File: config.mk
export PLATFORM = sky130hd
export DESIGN_NAME = demux_1_4_buf_flat
export DESIGN_NICKNAME = d
export VERILOG_FILES = /design/src/rtl/demux_1_4_buf_pkg.sv /design/src/rtl/demux_1_4_buf_if.sv /design/src/rtl/demux_1_4_buf_slot.sv /design/src/rtl/demux_1_4_buf.sv /design/src/flat_wrapper.sv
export SDC_FILE = /design/constraint.sdc
export NUM_CORES = 1
export LEC_CHECK = 0
export BUFFER_PORTS_ARGS = -buffer_cell sky130_fd_sc_hd__buf_2
export CORE_MARGIN = 2
export CORE_UTILIZATION = 45
export CTS_BUF_LIST = sky130_fd_sc_hd__clkbuf_16
export DETAILED_ROUTE_END_ITERATION = 10
export PLACE_DENSITY = 0.83
export SETUP_SLACK_MARGIN = 0.4
export SLEW_MARGIN = 15
export SYNTH_ARGS = -nofsm -noshare
export SYNTH_HDL_FRONTEND = slang
export SYNTH_SLANG_ARGS = --single-unit
File: constraint.sdc
create_clock -name CLK -period 3.2 [get_ports CLK]
set_input_delay 0.48 -clock CLK [delete_from_list [all_inputs] [get_ports CLK]]
set_output_delay 0.48 -clock CLK [all_outputs]
set_load 0.03 [all_outputs]
File: src/rtl/demux_1_4_buf_pkg.sv
// Shared definitions for the 4-way select/distribute datapath: channel
// encodings, default word width and the one-entry slot state type.
package demux_1_4_buf_pkg;

   localparam int DATA_PATH_SIZE = 3;

   localparam logic [1:0] CH0 = 2'b00;
   localparam logic [1:0] CH1 = 2'b01;
   localparam logic [1:0] CH2 = 2'b10;
   localparam logic [1:0] CH3 = 2'b11;

   typedef enum logic {
      SLOT_EMPTY = 1'b0,
      SLOT_FULL  = 1'b1
   } slot_state_e;

   // One-hot channel mask for a select code; bit k set means channel k.
   function automatic logic [3:0] sel_decode(input logic [1:0] sel);
      sel_decode = 4'b0000;
      case (sel)
         CH0:     sel_decode = 4'b0001;
         CH1:     sel_decode = 4'b0010;
         CH2:     sel_decode = 4'b0100;
         CH3:     sel_decode = 4'b1000;
         default: sel_decode = 4'b0000;
      endcase
   endfunction

endpackage

File: src/rtl/demux_1_4_buf_if.sv
// Producer-side and consumer-side handshake bundle of the 1-to-4 distributor.
interface demux_1_4_buf_if
   import demux_1_4_buf_pkg::*;
#(
   parameter int DataPathSize = DATA_PATH_SIZE
);

   logic [DataPathSize-1:0] IN_DATA;
   logic [1:0]              SEL;
   logic                    IN_VALID;
   logic                    IN_READY;
   logic [DataPathSize-1:0] OUT0;
   logic [DataPathSize-1:0] OUT1;
   logic [DataPathSize-1:0] OUT2;
   logic [DataPathSize-1:0] OUT3;
   logic [3:0]              OUT_VALID;
   logic [3:0]              OUT_READY;
   logic                    BUSY;

   modport master (
      output IN_DATA, SEL, IN_VALID, OUT_READY,
      input  IN_READY, OUT0, OUT1, OUT2, OUT3, OUT_VALID, BUSY
   );

   modport slave (
      input  IN_DATA, SEL, IN_VALID, OUT_READY,
      output IN_READY, OUT0, OUT1, OUT2, OUT3, OUT_VALID, BUSY
   );

endinterface

File: src/rtl/demux_1_4_buf_slot.sv
// One-entry output buffer: EMPTY/FULL slot that loads a word and releases it
// when its consumer is ready; a load on a draining slot refills without a bubble.
module demux_slot
   import demux_1_4_buf_pkg::*;
#(
   parameter int DataPathSize = DATA_PATH_SIZE
) (
   input  logic                    CLK,
   input  logic                    RST,
   input  logic                    load_i,
   input  logic [DataPathSize-1:0] data_i,
   input  logic                    ready_out_i,
   output logic                    valid_o,
   output logic [DataPathSize-1:0] data_o
);

   slot_state_e             state_q, state_d;
   logic [DataPathSize-1:0] data_q,  data_d;

   always_comb begin
      // NOTE: every combinational output gets a default first so no path
      // through the case can leave it unassigned and infer a latch.
      state_d = state_q;
      data_d  = data_q;
      case (state_q)
         SLOT_EMPTY: begin
            if (load_i) begin
               state_d = SLOT_FULL;
               data_d  = data_i;
            end
         end
         SLOT_FULL: begin
            if (load_i) begin
               data_d = data_i;
            end else if (ready_out_i) begin
               state_d = SLOT_EMPTY;
            end
         end
         default: state_d = SLOT_EMPTY;
      endcase
   end

   // NOTE: the data register is reset too, because consumers observe the
   // word lines directly and must see zero after reset, not stale contents.
   always_ff @(posedge CLK or posedge RST) begin
      if (RST) begin
         state_q <= SLOT_EMPTY;
         data_q  <= '0;
      end else begin
         // NOTE: non-blocking assignments so all registers update together
         // from pre-edge values regardless of statement order.
         state_q <= state_d;
         data_q  <= data_d;
      end
   end

   assign valid_o = (state_q == SLOT_FULL);
   assign data_o  = data_q;

endmodule

File: src/rtl/demux_1_4_buf.sv
// Registered 1-to-4 demultiplexer: steers one word per cycle into one of four
// single-entry slots, each with its own valid/ready handshake.
module demux_1_4_buf
   import demux_1_4_buf_pkg::*;
#(
   parameter int DataPathSize = DATA_PATH_SIZE
) (
   input  logic            CLK,
   input  logic            RST,
   demux_1_4_buf_if.slave  bus
);

   logic [3:0]              sel_onehot;
   logic [3:0]              slot_ready;
   logic [3:0]              slot_load;
   logic [3:0]              slot_valid;
   logic [DataPathSize-1:0] slot_data [4];
   logic                    accept;

   assign sel_onehot = sel_decode(bus.SEL);

   // A slot can take a word when it is empty or is being drained this cycle.
   assign slot_ready   = ~slot_valid | bus.OUT_READY;
   assign bus.IN_READY = |(sel_onehot & slot_ready);

   assign accept    = bus.IN_VALID & bus.IN_READY;
   assign slot_load = accept ? sel_onehot : 4'b0000;

   for (genvar k = 0; k < 4; k++) begin : g_slot
      demux_slot #(
         .DataPathSize (DataPathSize)
      ) u_slot (
         .CLK         (CLK),
         .RST         (RST),
         .load_i      (slot_load[k]),
         .data_i      (bus.IN_DATA),
         .ready_out_i (bus.OUT_READY[k]),
         .valid_o     (slot_valid[k]),
         .data_o      (slot_data[k])
      );
   end

   assign bus.OUT0      = slot_data[0];
   assign bus.OUT1      = slot_data[1];
   assign bus.OUT2      = slot_data[2];
   assign bus.OUT3      = slot_data[3];
   assign bus.OUT_VALID = slot_valid;
   assign bus.BUSY      = |slot_valid;

endmodule

File: src/flat_wrapper.sv
// flat-port wrapper written by rule: the top's interface ports become plain ports
module demux_1_4_buf_flat import demux_1_4_buf_pkg::*;
#(
   parameter int DataPathSize = DATA_PATH_SIZE
)
  (CLK, RST, bus_IN_DATA, bus_SEL, bus_IN_VALID, bus_OUT_READY, bus_IN_READY, bus_OUT0, bus_OUT1, bus_OUT2, bus_OUT3, bus_OUT_VALID, bus_BUSY);
  demux_1_4_buf_if #(.DataPathSize(DataPathSize)) bus_i ();
  input  logic CLK;
  input  logic RST;
  input wire logic [$bits(bus_i.IN_DATA)-1:0] bus_IN_DATA;
  input wire logic [$bits(bus_i.SEL)-1:0] bus_SEL;
  input wire logic [$bits(bus_i.IN_VALID)-1:0] bus_IN_VALID;
  input wire logic [$bits(bus_i.OUT_READY)-1:0] bus_OUT_READY;
  output wire logic [$bits(bus_i.IN_READY)-1:0] bus_IN_READY;
  output wire logic [$bits(bus_i.OUT0)-1:0] bus_OUT0;
  output wire logic [$bits(bus_i.OUT1)-1:0] bus_OUT1;
  output wire logic [$bits(bus_i.OUT2)-1:0] bus_OUT2;
  output wire logic [$bits(bus_i.OUT3)-1:0] bus_OUT3;
  output wire logic [$bits(bus_i.OUT_VALID)-1:0] bus_OUT_VALID;
  output wire logic [$bits(bus_i.BUSY)-1:0] bus_BUSY;
  assign bus_i.IN_DATA = bus_IN_DATA;
  assign bus_i.SEL = bus_SEL;
  assign bus_i.IN_VALID = bus_IN_VALID;
  assign bus_i.OUT_READY = bus_OUT_READY;
  assign bus_IN_READY = bus_i.IN_READY;
  assign bus_OUT0 = bus_i.OUT0;
  assign bus_OUT1 = bus_i.OUT1;
  assign bus_OUT2 = bus_i.OUT2;
  assign bus_OUT3 = bus_i.OUT3;
  assign bus_OUT_VALID = bus_i.OUT_VALID;
  assign bus_BUSY = bus_i.BUSY;
  demux_1_4_buf #(.DataPathSize(DataPathSize)) u_core (.CLK(CLK), .RST(RST), .bus(bus_i));
endmodule
=== Word level (Yosys, flattened, before mapping) ===
Cells that the tools add are included.

* Logic and storage cells: 44
* Output and inout port bits: 18
* Flip-flop bits (word level): 16
* Input bits: 12

* Reduce and logical (&&, ||, !) cells: 3
* Equality and inequality tests: 3
* Muxes and demuxes: 22
* Bitwise gates (word level): 8

{| class="wikitable"
|+ Operator list
! cell !! count
|-
| one-hot mux 4 bit (4 select lines) || 1
|-
| 2-to-1 mux 1 bit || 12
|-
| 2-to-1 mux 3 bit || 4
|-
| one-hot mux 1 bit (2 select lines) || 4
|-
| OR reduction 4 bit || 2
|-
| AND 4 bit || 1
|-
| equality test 2 bit, second input constant || 2
|-
| 2-to-1 mux 4 bit || 1
|-
| inverter 1 bit || 4
|-
| inverter 4 bit || 1
|-
| OR 4 bit || 1
|-
| equality test 2 x 1 -> 1 bit, second input constant || 1
|-
| logical NOT 2 bit || 1
|-
| AND 1 bit || 1
|}

=== Logic depth before layout (Yosys ltp) ===
Gate-level depths: netlist of run 1.

* Word-level depth: 8
* Gate-level depth with buffers: 3
* Depth with buffers taken out: 3

=== Hierarchy ===
Synthesis of run 1 repeated with hierarchy kept, for this count alone.

* Cell total of the unflattened synthesis: 50
* Area total of the unflattened synthesis: 695.7 µm²

{| class="wikitable"
|+ Modules (own cells, without submodules)
! module !! cells each !! instances !! area an instance (µm²)
|-
| demux_slot || 10 || 4 || 150.1
|-
| demux_1_4_buf || 10 || 1 || 95.1
|}

=== Worst setup path after synthesis of run 1 ===
No wires, ideal clock.

* Path kind: input to output
* Start: input port bus_OUT_READY[1]
* End: output port bus_IN_READY
* Required time: 2.720 ns
* Buffers on the path: 0
* Slack: 1.430 ns
* Stages: 2
* Data arrival time: 1.290 ns
* Cell sequence: nand2b_1 mux4_1

* Word-level cells in the longest chain between the ends: 3

{| class="wikitable"
|+ Ends and longest elaborated chain
! item !! RTL line !! source
|-
| start, declared || flat_wrapper.sv:13 || <nowiki>input wire logic [$bits(bus_i.OUT_READY)-1:0] bus_OUT_READY;</nowiki>
|-
| OR 4 bit || demux_1_4_buf.sv:23 || <nowiki>assign slot_ready = ~slot_valid | bus.OUT_READY;</nowiki>
|-
| AND 4 bit || demux_1_4_buf.sv:24 || <nowiki>assign bus.IN_READY = |(sel_onehot & slot_ready);</nowiki>
|-
| OR reduction 4 bit || demux_1_4_buf.sv:24 ||
|-
| end, declared || flat_wrapper.sv:14 || <nowiki>output wire logic [$bits(bus_i.IN_READY)-1:0] bus_IN_READY;</nowiki>
|}

No other way between the ends.

=== Worst setup path in the final report of run 1 ===
Ends and elaborated chain as after synthesis.

==> metrics.md, run 1 <==
| Metric | Value |
|---|---|
| YS warnings | 0 |
| Clk slew on worst S/H paths | 50 ps |
| Initial DRC Count | 3 |
| Postcts setup bufs | 0 |
| Die Width | 43.8 um |
| Total CTS buffers | 3 |
| IO Count | 30 |
| Clock network fraction of design power | 0.351 |
| PwrDens | 727 nW/um2 |
| GRT overflow | 0 |
| Worst r2r dst | u_core.g_slot[2].u_slot.data_o[1] |
| CP max stage delay | 500 ps |
| Net Sw Frac | 0.306 |
| Synthesized flop and latch total | 16 |
| Worst-path maximum fanout | 3 |
| Most common cell on crit path | buf_2 |
| DR WL/cell | 13.3 um |
| Initial antenna violation count | 0 |
| Max_cap viols | 0 |
| Post-CTS sizing | 0 |
| Min cycle time layout | 1900 ps |
| Highest-delay cell along the critical path | mux4_1 |
| Die area | 1920 um2 |
| Fmax achieved | 0.526 GHz |
| NumNets Final | 93 |
| Root Buffer | clkbuf_16 |
| Clock skew | 4.60 ps |
| Final ANT Viol Nets | 0 |
| Row count | 14 |
| Worst-skew pair later-pin latency | 240 ps |
| Vias in the first global route | 508 |
| RSZ-0062 raised after global routing | no |
| Area Overhead vs Synth | 30.0% |
| Global placement routability congestion | 0.743 |
| Global-route wire length before repair | 2220 um |
| Die Y | 43.8 um |
| Crit path cell chain | buf_2, nand2b_1, mux4_1, buf_2 |
| Antenna diodes | 0 |
| Syn_nets | 63 |
| Sequential area share after synthesis | 0.561 |
| Syn_area_per_cell | 14.0 um2 |
| Core area | 1490 um2 |
| Cells after Synth | 51 |
| WS Path Type | input port to output pin |
| R2r setup slk | 1940 ps |
| Pin count of the biggest net entering global routing | 17 |
| Via/cell ratio | 5.13 |
| Max VDD drop | 0.000430 V |
| P_sw | 0.000206 W |
| Drt first pass iters | 2 |
| Fraction of layout cells with a size suffix above 1 | 0.613 |
| Clock Tree Buf Depth | 2 |
| Int Pwr | 0.000468 W |
| Status | complete, no violations |
| CP Capture Type | output pin |
| Final wirelength | 1270 um |
| Area post-placement | 848 um2 |
| WP data required | 2720 ps |
| Combinational Power Share | 0.269 |
| Total track usage | 0.161 |
| Htree depth | 1 |
| Final Slew Violations | 0 |
| TNS Setup | 0 ps |
| Final hold vios | 0 |
| Rel. slew slack | 0.602 |
| DR vias | 492 |
| Post-synth cell types | 16 |
| Reg2Reg Depth | 3 |
| Input/output buffers | 29 |
| Crit path DAT | 1420 ps |
| Final instance area | 927 um2 |
| Sequential share of power | 0.380 |
| Cells after DPL | 92 |
| CTS tree | done |
| Leak Pwr | 0.465 nW |
| Hold Crit Class | input port to async pin |
| Slew @ Worst Pin | 596 ps |
| Final Instance Count excl. Fillers | 96 |
| Initial Util | 0.479 |
| Post-Syn Area | 713 um2 |
| Setup Viol. Count Final | 0 |
| Hold_buf cts | 0 |
| Tcrit/Tclk final | 0.594 |
| Clk sinks | 16 |
| Crit path launch type | input port |
| RR Startpoint | u_core.g_slot[2].u_slot.valid_o |
| # DRC | 0 |
==> worst max-delay path: cells and delay by family <==
family,cells,cell delay [ps]
muxes,1,500
and+or+nand+nor,1,160
buffers and inverters,2,280
==> logic make-up after synthesis <==
group / synth area share
compound gates: 0.00701
buf+inv: 0.0474
flops: 0.561
mux: 0.226
simple gates: 0.158
==> through the flow <==
step / total power (W) / util / setup WS [ps] / hold WS [ps]
global route: 0.000710 / 0.623 / 1250 / 348
floorplan: 0.000390 / - / 1430 / 394
CTS: 0.000682 / 0.623 / 1290 / 313
global placement: 0.000438 / 0.570 / 1310 / 486
finish: 0.000674 / 0.623 / 1300 / 295
detailed placement: 0.000443 / 0.570 / 1290 / 493
==> sequential cells by signal, indices dropped and copies added, names as in the netlist <==
signal,cells
u_core.g_slot.u_slot.data_o,12
u_core.g_slot.u_slot.valid_o,4
==> how the worst max path moves through the flow <==
| stage | from | endpoint |
|---|---|---|
| 5_1_grt | bus_OUT_READY[1] | bus_IN_READY |
| 4_1_cts | bus_OUT_READY[1] | bus_IN_READY |
| 2_1_floorplan | bus_OUT_READY[1] | bus_IN_READY |
| 3_3_place_gp | bus_OUT_READY[1] | bus_IN_READY |
| 3_5_place_dp | bus_OUT_READY[1] | bus_IN_READY |
| 6_report | bus_OUT_READY[1] | bus_IN_READY |
==> power by group through the flow <==
| stage | Combinational (W) | Sequential [W] | Clock, W |
|---|---|---|---|
| after global routing | 0.000194 | 0.000262 | 0.000254 |
| after floorplan | 0.0000656 | 0.000324 | 0 |
| final | 0.000181 | 0.000256 | 0.000237 |
| after global placement | 0.000180 | 0.000258 | 0 |
| after detailed placement | 0.000183 | 0.000260 | 0 |
| after CTS | 0.000184 | 0.000257 | 0.000241 |
==> layout by cell type, fill, tap and decap left out <==
| cell | n |
|---|---|
| and2b_2 | 1 |
| and3_4 | 1 |
| buf_2 | 29 |
| clkbuf_16 | 3 |
| clkinv_1 | 1 |
| dfrtp_1 | 16 |
| inv_1 | 1 |
| mux2_2 | 12 |
| mux4_1 | 1 |
| nand2_1 | 4 |
| nand2_2 | 1 |
| nand2b_1 | 4 |
| nand3_1 | 1 |
| nand3b_1 | 1 |
| nor2b_4 | 1 |
| nor3b_2 | 1 |
| o21ai_0 | 1 |
| or4_1 | 1 |
==> layer usage <==
layer  GRT usage  part of all wire
met3      0.0458             0.093
met4      0.0727                 0
met2       0.253              0.47
met1       0.207              0.44
met5           0                 0
==> synthesized netlist by cell type, drive strengths merged <==
library cell,count,share of area
nand2,5,0.030
nand2b,4,0.035
and3,1,0.016
nor2b,1,0.019
or4,1,0.011
mux4,1,0.037
inv,1,0.0053
mux2,12,0.19
nor3b,1,0.018
buf,4,0.042
nand3,1,0.0070
o21ai,1,0.0070
and2b,1,0.012
nand3b,1,0.011
dfrtp,16,0.56
==> area by class of cell <==
type,count,area [um2]
fillers,119,562
flip-flops and latches,16,400
multi-input cells,30,279
repair buffers,29,145
clock buffers,3,75.1
well taps,16,20.0
clock inverters,1,3.75
inverters,1,3.75
Power figures use the tool's default switching activity.
==> run 2: changes to the inputs <==
==> constraint.sdc (replaced) <==
create_clock -name CLK -period 1.8 [get_ports CLK]
set_input_delay 0.27 -clock CLK [delete_from_list [all_inputs] [get_ports CLK]]
set_output_delay 0.27 -clock CLK [all_outputs]
set_load 0.03 [all_outputs]
==> run 2 against run 1 <==
Combinational power grew 87%. Non-clock buffer count grew 5. Largest power group unchanged. Critical endpoint unchanged. Highest routed layer unchanged. Worst setup slack lost 1100 ps. Die area is the same. Clock power grew 74%. Global-route usage is essentially flat. Flip-flop and latch count is the same. Clock skew shrank 3.7 ps. Via count grew 2.6%.
==> metrics.md, run 2 (same netlist as run 1, synthesis figures left out) <==
| Metric | Value |
|---|---|
| Status | complete, no violations |
| Total track usage | 0.161 |
| PwrDens | 1240 nW/um2 |
| Max VDD drop | 0.000712 V |
| Slew @ Worst Pin | 577 ps |
| Final hold slack | 81.6 ps |
| Final hold vios | 0 |
| Reg2Reg Depth | 3 |
| Multi-input gate area | 275 um2 |
| R2r setup slk | 530 ps |
| Htree depth | 1 |
| Clk sinks | 16 |
| Via/cell ratio | 5.05 |
| DR WL/cell | 13.0 um |
| RR Startpoint | u_core.g_slot[2].u_slot.valid_o |
| Input/output buffers | 29 |
| Flip-flop and latch area | 400 um2 |
| Min cycle time layout | 1590 ps |
| Worst-skew pair later-pin latency | 240 ps |
| IO Count | 30 |
| Leak Pwr | 0.490 nW |
| TNS Setup | 0 ps |
| Clock skew | 0.933 ps |
| Routed wl met3 | 128 um |
| Crit path cell chain | nand2b_1, mux4_2, buf_6 |
| Most frequent cells in the layout | buf_2 (27), dfrtp_1 (16), mux2_2 (12), buf_4 (5) |
| Worst setup endpoint | bus_IN_READY |
| CTS tree | done |
| DR vias | 505 |
| DRT met1 WL | 537 um |
| Die Width | 43.8 um |
| Tcrit/Tclk final | 0.882 |
| Global-route wire length before repair | 2230 um |
| Die Y | 43.8 um |
| Initial Util | 0.479 |
| Hold Crit Class | input port to async pin |
| Pin count of the biggest net entering global routing | 17 |
| Highest metal used | met3 |
| GRT overflow | 0 |
| Max_cap viols | 0 |
| Clk slew on worst S/H paths | 50 ps |
| Fraction of layout cells with a size suffix above 1 | 0.655 |
| Crit path launch type | flip-flop |
| Row count | 14 |
| Worst r2r dst | u_core.g_slot[2].u_slot.data_o[0] |
| Highest-delay cell along the critical path | mux4_2 |
| Setup Viol. Count Final | 0 |
| Vias in the first global route | 510 |
| RSZ-0062 raised after global routing | yes |
| Commonest non-fill, non-tap cell in the layout | buf_2 |
| Global placement routability congestion | 0.743 |
| Number of fill cells | 121 |
| NumNets Final | 98 |
| Area Overhead vs Synth | 36.0% |
| WP data required | 1530 ps |
| Die area | 1920 um2 |
| Drt first pass iters | 2 |
| Total CTS buffers | 3 |
| Core area | 1490 um2 |
| CP max stage delay | 480 ps |
| Crit path DAT | 1320 ps |
| Root Buffer | clkbuf_16 |
| WS Path Type | flip-flop to output pin |
| Fmax achieved | 0.630 GHz |
| Antenna diodes | 0 |
| Final ANT Viol Nets | 0 |
| Rel. slew slack | 0.615 |
| # DRC | 0 |
| DP HPWL | 1020 um |
| Final Slew Violations | 0 |
| Final wirelength | 1300 um |
| CP Capture Type | output pin |
| Initial antenna violation count | 0 |
| Max FFs per register | 12 |
| Clock Tree Buf Depth | 2 |
| Crit path from | u_core.g_slot[3].u_slot.valid_o |
| Initial DRC Count | 2 |
| Met2 WL | 633 um |
| Worst-path maximum fanout | 3 |
==> run 2: changes by cell type in the layout (fill, tap and decap cells not counted), sizes merged <==
cell | previous run | this run
buf | 29 | 34
clkinv | 1 | 0
==> run 2: area by class of cell <==
class	instances	area share
repair buffers	34	0.201
well taps	16	0.0206
inverters	1	0.00387
flip-flops and latches	16	0.413
clock buffers	3	0.0774
multi-input cells	30	0.284
==> run 2: worst max-delay path, delay by kind of cell, from the launching register on <==
kind	cells	cell delay, ps
buf+inv	1	150
simple gates	1	90
mux	1	480
flops	1	360
==> run 2: worst min path at each step <==
stage / startpoint / endpoint / slack, ps / cells after the start
2_1_floorplan: RST / u_core.g_slot[0].u_slot.data_o[0] / 180 / 1
3_3_place_gp: RST / u_core.g_slot[2].u_slot.data_o[1] / 350 / 2
3_5_place_dp: RST / u_core.g_slot[1].u_slot.data_o[1] / 360 / 2
4_1_cts: RST / u_core.g_slot[3].u_slot.data_o[1] / 100 / 2
5_1_grt: RST / u_core.g_slot[1].u_slot.data_o[2] / 140 / 2
6_report: RST / u_core.g_slot[3].u_slot.data_o[1] / 80 / 2
==> run 2: per-stage QoR <==
step | total power (W) | setup slack, ps | cell area, um2 | utilization | std cells
4_1_cts | 0.00121 | 198 | 940 | 0.631 | 96
6_report | 0.00121 | 212 | 970 | 0.651 | 100
5_1_grt | 0.00127 | 149 | 970 | 0.651 | 100
3_3_place_gp | 0.000779 | 330 | 848 | 0.570 | 92
3_5_place_dp | 0.000787 | 323 | 848 | 0.570 | 92
2_1_floorplan | 0.000693 | 450 | 713 | - | 51
==> run 2: layer usage <==
| layer | track usage | vias to the layer above |
|---|---|---|
| li1 | - | 238 |
| met1 | 0.205 | 242 |
| met2 | 0.253 | 25 |
| met3 | 0.0500 | 0 |
| met4 | 0.0727 | 0 |
| met5 | 0 | - |
==> run 2: power by group <==
group          leakage (nW)  total (W)  internal [W]  switching [W]
clock network        0.0370   0.000412      0.000290       0.000122
logic                 0.259   0.000338      0.000126       0.000212
registers             0.194   0.000456      0.000425      0.0000312
==> run 2: what timing repair did <==
item / 4_1_cts / 5_1_grt
gates resized for setup: 5 / 0
endpoints found under the setup margin: 2 / 2
hold endpoints to repair: 0 / 0
buffers inserted: 1 / 4
pin swaps: 1 / 0
hold buffers: 0 / 0
